<file path="src/rtl/regfile_wb_arbiter.sv">
// regfile_wb_arbiter
//   Shares the register file's single write port between the in-order
//   pipeline write-back stage (primary) and a multi-cycle secondary unit
//   (mul/div). Secondary results are queued in a small FIFO and drained
//   whenever the pipeline is not writing. A starvation counter forces a
//   one-cycle pipeline stall so that queued results cannot wait forever.
//   A per-register scoreboard reports which registers have a queued write.
//
// Ports
//   clk, rst_n          clock (posedge) and asynchronous active-low reset
//   p_we/p_addr/p_data  pipeline write-back request
//   s_valid/s_addr/s_data, s_ready  secondary result handshake
//   p_stall             pipeline must hold write-back and earlier stages
//   we3/a3/wd3          register file write port (file latches on negedge)
//   q_addr1/q_addr2     decode source-register queries
//   q_busy1/q_busy2     queried register has a queued secondary write
module regfile_wb_arbiter #(
  parameter int DEPTH        = 2,
  parameter int STARVE_LIMIT = 4
) (
  input  logic        clk,
  input  logic        rst_n,
  input  logic        p_we,
  input  logic [4:0]  p_addr,
  input  logic [31:0] p_data,
  input  logic        s_valid,
  input  logic [4:0]  s_addr,
  input  logic [31:0] s_data,
  output logic        s_ready,
  output logic        p_stall,
  output logic        we3,
  output logic [4:0]  a3,
  output logic [31:0] wd3,
  input  logic [4:0]  q_addr1,
  input  logic [4:0]  q_addr2,
  output logic        q_busy1,
  output logic        q_busy2
);

  localparam int PW = (DEPTH > 1) ? $clog2(DEPTH) : 1;
  localparam int CW = $clog2(DEPTH) + 1;
  localparam int SW = $clog2(STARVE_LIMIT + 1);

  logic [4:0]    fifo_addr [DEPTH];
  logic [31:0]   fifo_data [DEPTH];
  logic [PW-1:0] head_ptr;
  logic [PW-1:0] tail_ptr;
  logic [CW-1:0] count;
  logic [SW-1:0] starve_cnt;
  logic          stall_flag;

  logic empty;
  logic full;
  logic p_req;
  logic enq;
  logic head_grant;

  assign empty   = (count == '0);
  assign full    = (count == CW'(DEPTH));
  assign p_req   = p_we & (p_addr != 5'd0);
  assign s_ready = ~full;
  // Writes to r0 complete the handshake but are dropped rather than queued.
  assign enq     = s_valid & s_ready & (s_addr != 5'd0);

  // Write-port grant. Outputs are forced idle while reset is asserted so a
  // pipeline request seen during reset cannot reach the register file.
  always_comb begin
    we3        = 1'b0;
    a3         = 5'd0;
    wd3        = 32'd0;
    p_stall    = 1'b0;
    head_grant = 1'b0;
    if (rst_n) begin
      if (stall_flag) begin
        p_stall    = 1'b1;
        head_grant = 1'b1;
        we3        = 1'b1;
        a3         = fifo_addr[head_ptr];
        wd3        = fifo_data[head_ptr];
      end else if (p_req) begin
        we3 = 1'b1;
        a3  = p_addr;
        wd3 = p_data;
      end else if (!empty) begin
        head_grant = 1'b1;
        we3        = 1'b1;
        a3         = fifo_addr[head_ptr];
        wd3        = fifo_data[head_ptr];
      end
    end
  end

  // Scoreboard: walk the occupied slots from head; only stored entries count,
  // so a handshake happening this cycle is not yet visible.
  always_comb begin
    logic [PW-1:0] idx;
    logic          hit1;
    logic          hit2;
    idx  = '0;
    hit1 = 1'b0;
    hit2 = 1'b0;
    for (int k = 0; k < DEPTH; k++) begin
      idx = head_ptr + PW'(k);
      if (CW'(k) < count) begin
        if (fifo_addr[idx] == q_addr1) hit1 = 1'b1;
        if (fifo_addr[idx] == q_addr2) hit2 = 1'b1;
      end
    end
    q_busy1 = rst_n & hit1 & (q_addr1 != 5'd0);
    q_busy2 = rst_n & hit2 & (q_addr2 != 5'd0);
  end

  // FIFO storage; contents are only meaningful where count says so, so the
  // data array itself needs no reset.
  always_ff @(posedge clk) begin
    if (enq) begin
      fifo_addr[tail_ptr] <= s_addr;
      fifo_data[tail_ptr] <= s_data;
    end
  end

  // FIFO pointers and occupancy; pointers wrap naturally since DEPTH is a
  // power of two.
  always_ff @(posedge clk or negedge rst_n) begin
    if (!rst_n) begin
      head_ptr <= '0;
      tail_ptr <= '0;
      count    <= '0;
    end else begin
      if (enq)        tail_ptr <= tail_ptr + PW'(1);
      if (head_grant) head_ptr <= head_ptr + PW'(1);
      case ({enq, head_grant})
        2'b10:   count <= count + CW'(1);
        2'b01:   count <= count - CW'(1);
        default: count <= count;
      endcase
    end
  end

  // Starvation tracking: counts cycles the head waits while the pipeline
  // wins. Reaching the limit raises the stall flag for exactly one cycle;
  // that cycle grants the head, which clears both counter and flag.
  always_ff @(posedge clk or negedge rst_n) begin
    if (!rst_n) begin
      starve_cnt <= '0;
      stall_flag <= 1'b0;
    end else if (empty || head_grant) begin
      starve_cnt <= '0;
      stall_flag <= 1'b0;
    end else begin
      if (starve_cnt != SW'(STARVE_LIMIT)) starve_cnt <= starve_cnt + SW'(1);
      stall_flag <= (starve_cnt == SW'(STARVE_LIMIT - 1));
    end
  end

endmodule

</file>
<file path="config.mk">
export PLATFORM = sky130hd
export DESIGN_NAME = regfile_wb_arbiter
export DESIGN_NICKNAME = d
export VERILOG_FILES = /design/src/rtl/regfile_wb_arbiter.sv
export SDC_FILE = /design/constraint.sdc
export NUM_CORES = 1
export LEC_CHECK = 0
export BUFFER_PORTS_ARGS = -buffer_cell sky130_fd_sc_hd__buf_2
export CAP_MARGIN = 20
export CORE_ASPECT_RATIO = 0.9
export CORE_UTILIZATION = 35
export CTS_CLUSTER_DIAMETER = 100
export DETAILED_ROUTE_END_ITERATION = 10
export SETUP_SLACK_MARGIN = 0.05
export SYNTH_ARGS = -nofsm -noshare
export SYNTH_HDL_FRONTEND = slang
export SYNTH_SLANG_ARGS = --single-unit
</file>
<file path="constraint.sdc">
create_clock -name clk -period 4.35 [get_ports clk]
set_input_delay 0.2175 -clock clk [delete_from_list [all_inputs] [get_ports clk]]
set_output_delay 0.2175 -clock clk [all_outputs]
set_load 0.1 [all_outputs]
</file>
# Word level (Yosys, flattened, before mapping)
# Memory sizes are Yosys's and may differ from the RTL's.
# Index checks and enable logic that the tools add are counted.
# Widths: inputs -> output; s select.
op_classes:
  addsub: 5
  n_lt_le_gt_ge: 2
  eq_ne: 9
  mux: 31
  bitwise_logic: 8
  reduce_logical: 8
op_table:
  columns: ["op", "n"]
  rows:
  - ["$mux 32", 4]
  - ["$eq 5x5->1", 4]
  - ["$mux 1", 20]
  - ["$mux 5", 4]
  - ["$reduce_bool 5->1", 4]
  - ["$and 1x1->1", 7]
  - ["$mux 3", 2]
  - ["$eq 2x2->1 const B", 2]
  - ["$lt 1x2->1 const A", 2]
  - ["$pmux 2 s2", 1]
  - ["$reduce_bool 2->1", 2]
  - ["$add 3x1->3 const B", 1]
  - ["$eq 3x2->1 const B", 1]
  - ["$ne 3x3->1 const B", 1]
  - ["$add 1x1->1 const B", 2]
  - ["$add 2x1->2 const B", 1]
  - ["$eq 2x1->1 const B", 1]
  - ["$logic_not 2->1", 1]
  - ["$sub 2x1->2 const B", 1]
  - ["$logic_or 1x1->1", 1]
  - ["$not 1->1", 1]
word_totals:
  regBits: 8
  mem_bits_rw: 74
  output_inout_bits: 42
  word_cells: 70
  n_memories: 2
mem_list:
  columns: ["memory", "words", "word_bits", "rd", "rd_ports_with_merged_regs", "write_ports", "line", "text"]
  rows:
  - ["fifo_data", 2, 32, 1, 0, 1, "45", "logic [31:0] fifo_data [DEPTH];"]
  - ["fifo_addr", 2, 5, 2, 0, 1, "44", "logic [4:0] fifo_addr [DEPTH];"]

# Logic depth before layout (Yosys ltp)
# An unclocked memory read counts as a cell.
depth:
  depth_word: 8
  mapped_depth: 10
  ltp_nobuf: 8

# Least setup slack after synthesis
# OpenSTA, ideal clock, no wires.
synth_path:
  path_kind: "register to output"
  startpoint: "register stall_flag"
  endpoint: "output port wd3[10]"
  arrival_ps: 3547
  setup_slack_ps: 586
  path_stages_with_launch: 6
  path_cell_list: "dfrtp_1 > inv_1 > nor2_1 > a31oi_1 > clkbuf_1 > o2bb2ai_1"
synth_between:
  elab_chain_len: 2
synth_rtl:
  columns: ["item", "line", "text"]
  rows:
  - ["from (decl)", "50", "logic stall_flag;"]
  - ["from (signal assigned)", "152", "stall_flag <= (starve_cnt == SW'(STARVE_LIMIT - 1));"]
  - ["$mux 32", "74", "if (stall_flag) begin"]
  - ["$mux 32", "73", "if (rst_n) begin"]
  - ["to (decl)", "33", "output logic [31:0] wd3,"]
# No other way between the ends.

# Final worst setup path
layout_path:
  startpoint: "input port rst_n"
  endpoint: "output port wd3[1]"
layout_between:
  elab_chain_len: 1
layout_rtl:
  columns: ["item", "line", "text"]
  rows:
  - ["from (decl)", "22", "input logic rst_n,"]
  - ["$mux 32", "73", null]
# No other way between the ends.

==> out/qor.txt <==
run status = finished clean
asr flop ratio synth = 9.76%
warnings from Yosys = 0
number of max-slew violations in the final report = 0
vias in the first global route = 2540
Crit. Startpoint = rst_n
number of endpoints with negative hold slack in the final report = 0
final worst slack = 1.44 ns
area added between synthesis and finish = 29.9%
cell with the most instances after synthesis = sky130_fd_sc_hd__edfxtp_1
number of placed instances, taps included = 504
number of DRC violations after detailed-routing iteration 0 = 81
dpl hpwl = 5560 microns
RSZ-0062 raised after global routing = false
wire length of the first global-routing pass = 12300 microns
met1 routed wirelength after detailed routing = 3470 microns
met2 WL post-DR = 3950 microns
worst-case register-to-register setup slack = 2.25 ns
endpoint arrival time on the critical path = 2.70 ns
Post-Synthesis Mean Instance Area = 15.1 sq um
capturing instance or port of the critical path = wd3[1]
utilization of the core after routing = 47.8%
number of nets in the layout = 483
number of maximum-capacitance violations = 0
final setup violation count = 0
buffers from clock root to sink, at most = 2
post-CTS setup buffers = 0
worst setup slack after placement = 1.92 ns
number of library cell types mapped by synthesis = 28
Clk network pwr share = 21.8%
Via Count = 2558
Mapped Area = 3850 sq um
post-synthesis instance total = 255
post-route non-filler standard cell count = 524
DRC violations left = 0
Routed met3 length = 514 microns
total I/O pin count = 130
shortest period the worst path allows = 2.91 ns
Power per Cell Area = 690 nW/um^2
Crit Reg-Reg Startpoint = count[0]
GRT overflow = 0
data required time at the worst endpoint = 4.13 ns
count of buffers inserted at the top-level ports = 129
portion of the post-synthesis area used by sequential elements = 62.8%
Post-Route Setup TNS = 0 ns
root buffer cell = sky130_fd_sc_hd__clkbuf_16
global placement routability congestion = 0.817
design internal power = 1.93 mW
cell taking the most area after synthesis = sky130_fd_sc_hd__edfxtp_1
fraction of final layout cells with drive strength greater than 1 = 41.7%
number of flops mapped to enable cells by yosys = 74
CTS hold repair buffers = 1
worst vdd rail ir drop = 0.000374 V
Resized Gates After CTS = 0
endpoint of the most critical register-to-register path = fifo_data[1][30]
First-pass DRT Iterations = 4
leakage = 2.09 nW
number of storage elements in the synthesis netlist = 82
Synth Net Count = 350
TritonCTS clock tree = yes
Post-synth top flop = sky130_fd_sc_hd__edfxtp_1
FF-to-FF path depth = 6
Sw Ratio = 44.2%
total number of H-tree levels = 3
clock-pin slew on the worst setup and hold paths = 0.06 ns
post-DR vias/cell = 4.88
most numerous cell types in the synthesized netlist = sky130_fd_sc_hd__edfxtp_1 (74), sky130_fd_sc_hd__mux2i_1 (42), sky130_fd_sc_hd__o2bb2ai_1 (28)
All-Layer GR Usage = 14.3%
number of placement rows = 35
WL per Instance = 15.3 microns
pin count of the biggest net entering global routing = 40
Max Fanout on Critical Path = 37
uppermost layer routed = met4
start-to-end type of the worst setup path = in2out
# clock sinks = 82
type of origin of the critical path = input pin
chip width = 113 microns
Synth top area share = 57.6%
effective utilization at floorplan = 36.8%
fmax = 0.343 GHz
worst slack on hold paths = 0.0709 ns
net switching power = 1.53 mW
vertical extent of the die = 102 microns
top cells by area, synth = sky130_fd_sc_hd__edfxtp_1 (58%), sky130_fd_sc_hd__mux2i_1 (11%), sky130_fd_sc_hd__o2bb2ai_1 (6.4%)
share of the clock period used by the worst path after layout = 67.0%
TritonCTS Buffers = 9
clock tree skew after final layout = 0.0108 ns
antenna-violating nets left = 0
Worst setup EP type = output pin
share of power burned in registers = 34.2%
transition time at the pin with the least slew margin = 1.03 ns
wire length reported by the detailed router = 8000 microns
Floorplan Core Area = 10500 sq um
initial antenna violation count = 0
logic gate share of total power = 44.0%
worst hold path class = in2reg
worst skew pair latency = 0.33 ns
full die area = 11400 sq um
relative max-transition margin = 30.9%
[power by group through the flow]
stage               combinational [mW]  clock [mW]  sequential [mW]
floorplan                         1.27           0             1.14
global placement                  1.49           0             1.20
detailed placement                1.52           0             1.20
CTS                               1.52       0.776             1.19
global route                      1.62       0.807             1.20
finish                            1.52       0.754             1.18
[kinds of logic (layout without fill, tap and decap cells)]
| group | after synthesis | count (layout) | share of synthesized area [%] |
|---|---|---|---|
| muxes | 42 | 42 | 10.9 |
| AOI/OAI and AO/OA | 50 | 50 | 12.0 |
| DFF | 82 | 82 | 62.8 |
| xor gates and xnor gates | 25 | 25 | 5.68 |
| and+or+nand+nor | 25 | 25 | 3.28 |
| adders and majority gates | 7 | 7 | 2.27 |
| other | 0 | 2 | 0 |
| buffers and inverters | 24 | 162 | 3.05 |
[per-layer routing]
layer	vias up	GRT usage, %
met4	0	4.92
met1	1198	16.6
met2	99	25.3
met3	7	4.43
li1	1254	-
met5	-	0
[registers in the layout, indices dropped and copies added, names as in the netlist]
| name | count |
|---|---|
| count | 2 |
| stall_flag | 1 |
| starve_cnt | 3 |
| tail_ptr | 1 |
| head_ptr | 1 |
| fifo_data | 64 |
| fifo_addr | 10 |
[final cells by class]
| cell class | instances | area (sq um) |
|---|---|---|
| Clock buffer | 10 | 229 |
| Antenna cell | 2 | 5.00 |
| Timing Repair Buffer | 134 | 718 |
| Multi-Input combinational cell | 149 | 1350 |
| Clock inverter | 6 | 75.1 |
| Tap cell | 129 | 161 |
| Inverter | 12 | 45.0 |
| Fill cell | 959 | 5460 |
| Sequential cell | 82 | 2420 |
[through the flow]
step / power [mW] / area (sq um)
2_1_floorplan: 2.41 / 3850
3_3_place_gp: 2.69 / 4640
3_5_place_dp: 2.72 / 4660
4_1_cts: 3.49 / 4970
5_1_grt: 3.63 / 5000
6_report: 3.45 / 5010
[layout by cell type (no fill, tap or decap), types with 2 or more instances in the layout]
cell and instances:
sky130_fd_sc_hd__nand4_1 4, sky130_fd_sc_hd__o2bb2ai_2 9, sky130_fd_sc_hd__o22ai_1 2, sky130_fd_sc_hd__nor2_1 6
sky130_fd_sc_hd__buf_4 2, sky130_fd_sc_hd__o2bb2ai_1 28, sky130_fd_sc_hd__nor2_4 3, sky130_fd_sc_hd__buf_2 129
sky130_fd_sc_hd__clkbuf_16 9, sky130_fd_sc_hd__clkinv_4 2, sky130_fd_sc_hd__o211ai_1 2, sky130_fd_sc_hd__nand3_1 5
sky130_fd_sc_hd__xor2_1 20, sky130_fd_sc_hd__dfrtp_1 7, sky130_fd_sc_hd__xnor2_1 5, sky130_fd_sc_hd__a21oi_1 4
sky130_fd_sc_hd__nor3_1 2, sky130_fd_sc_hd__nand2_1 3, sky130_fd_sc_hd__mux2i_1 42, sky130_fd_sc_hd__ha_1 7
sky130_fd_sc_hd__diode_2 2, sky130_fd_sc_hd__inv_1 12, sky130_fd_sc_hd__edfxtp_1 74
[worst min-delay path by stage]
stage,start,end,depth (start not counted)
3_3_place_gp,rst_n,starve_cnt[1],1
5_1_grt,s_data[4],fifo_data[0][4],1
2_1_floorplan,rst_n,count[0],0
3_5_place_dp,rst_n,starve_cnt[1],1
4_1_cts,s_data[22],fifo_data[0][22],1
6_report,s_data[5],fifo_data[0][5],1
[critical path: stages]
cell                            delay, ns
sky130_fd_sc_hd__dlygate4sd3_1       0.52
sky130_fd_sc_hd__buf_2               0.27
sky130_fd_sc_hd__inv_1               0.18
sky130_fd_sc_hd__nor2_4              0.83
sky130_fd_sc_hd__o2bb2ai_1           0.20
sky130_fd_sc_hd__buf_2               0.46
No activity file was read; power rests on OpenSTA's default activity.
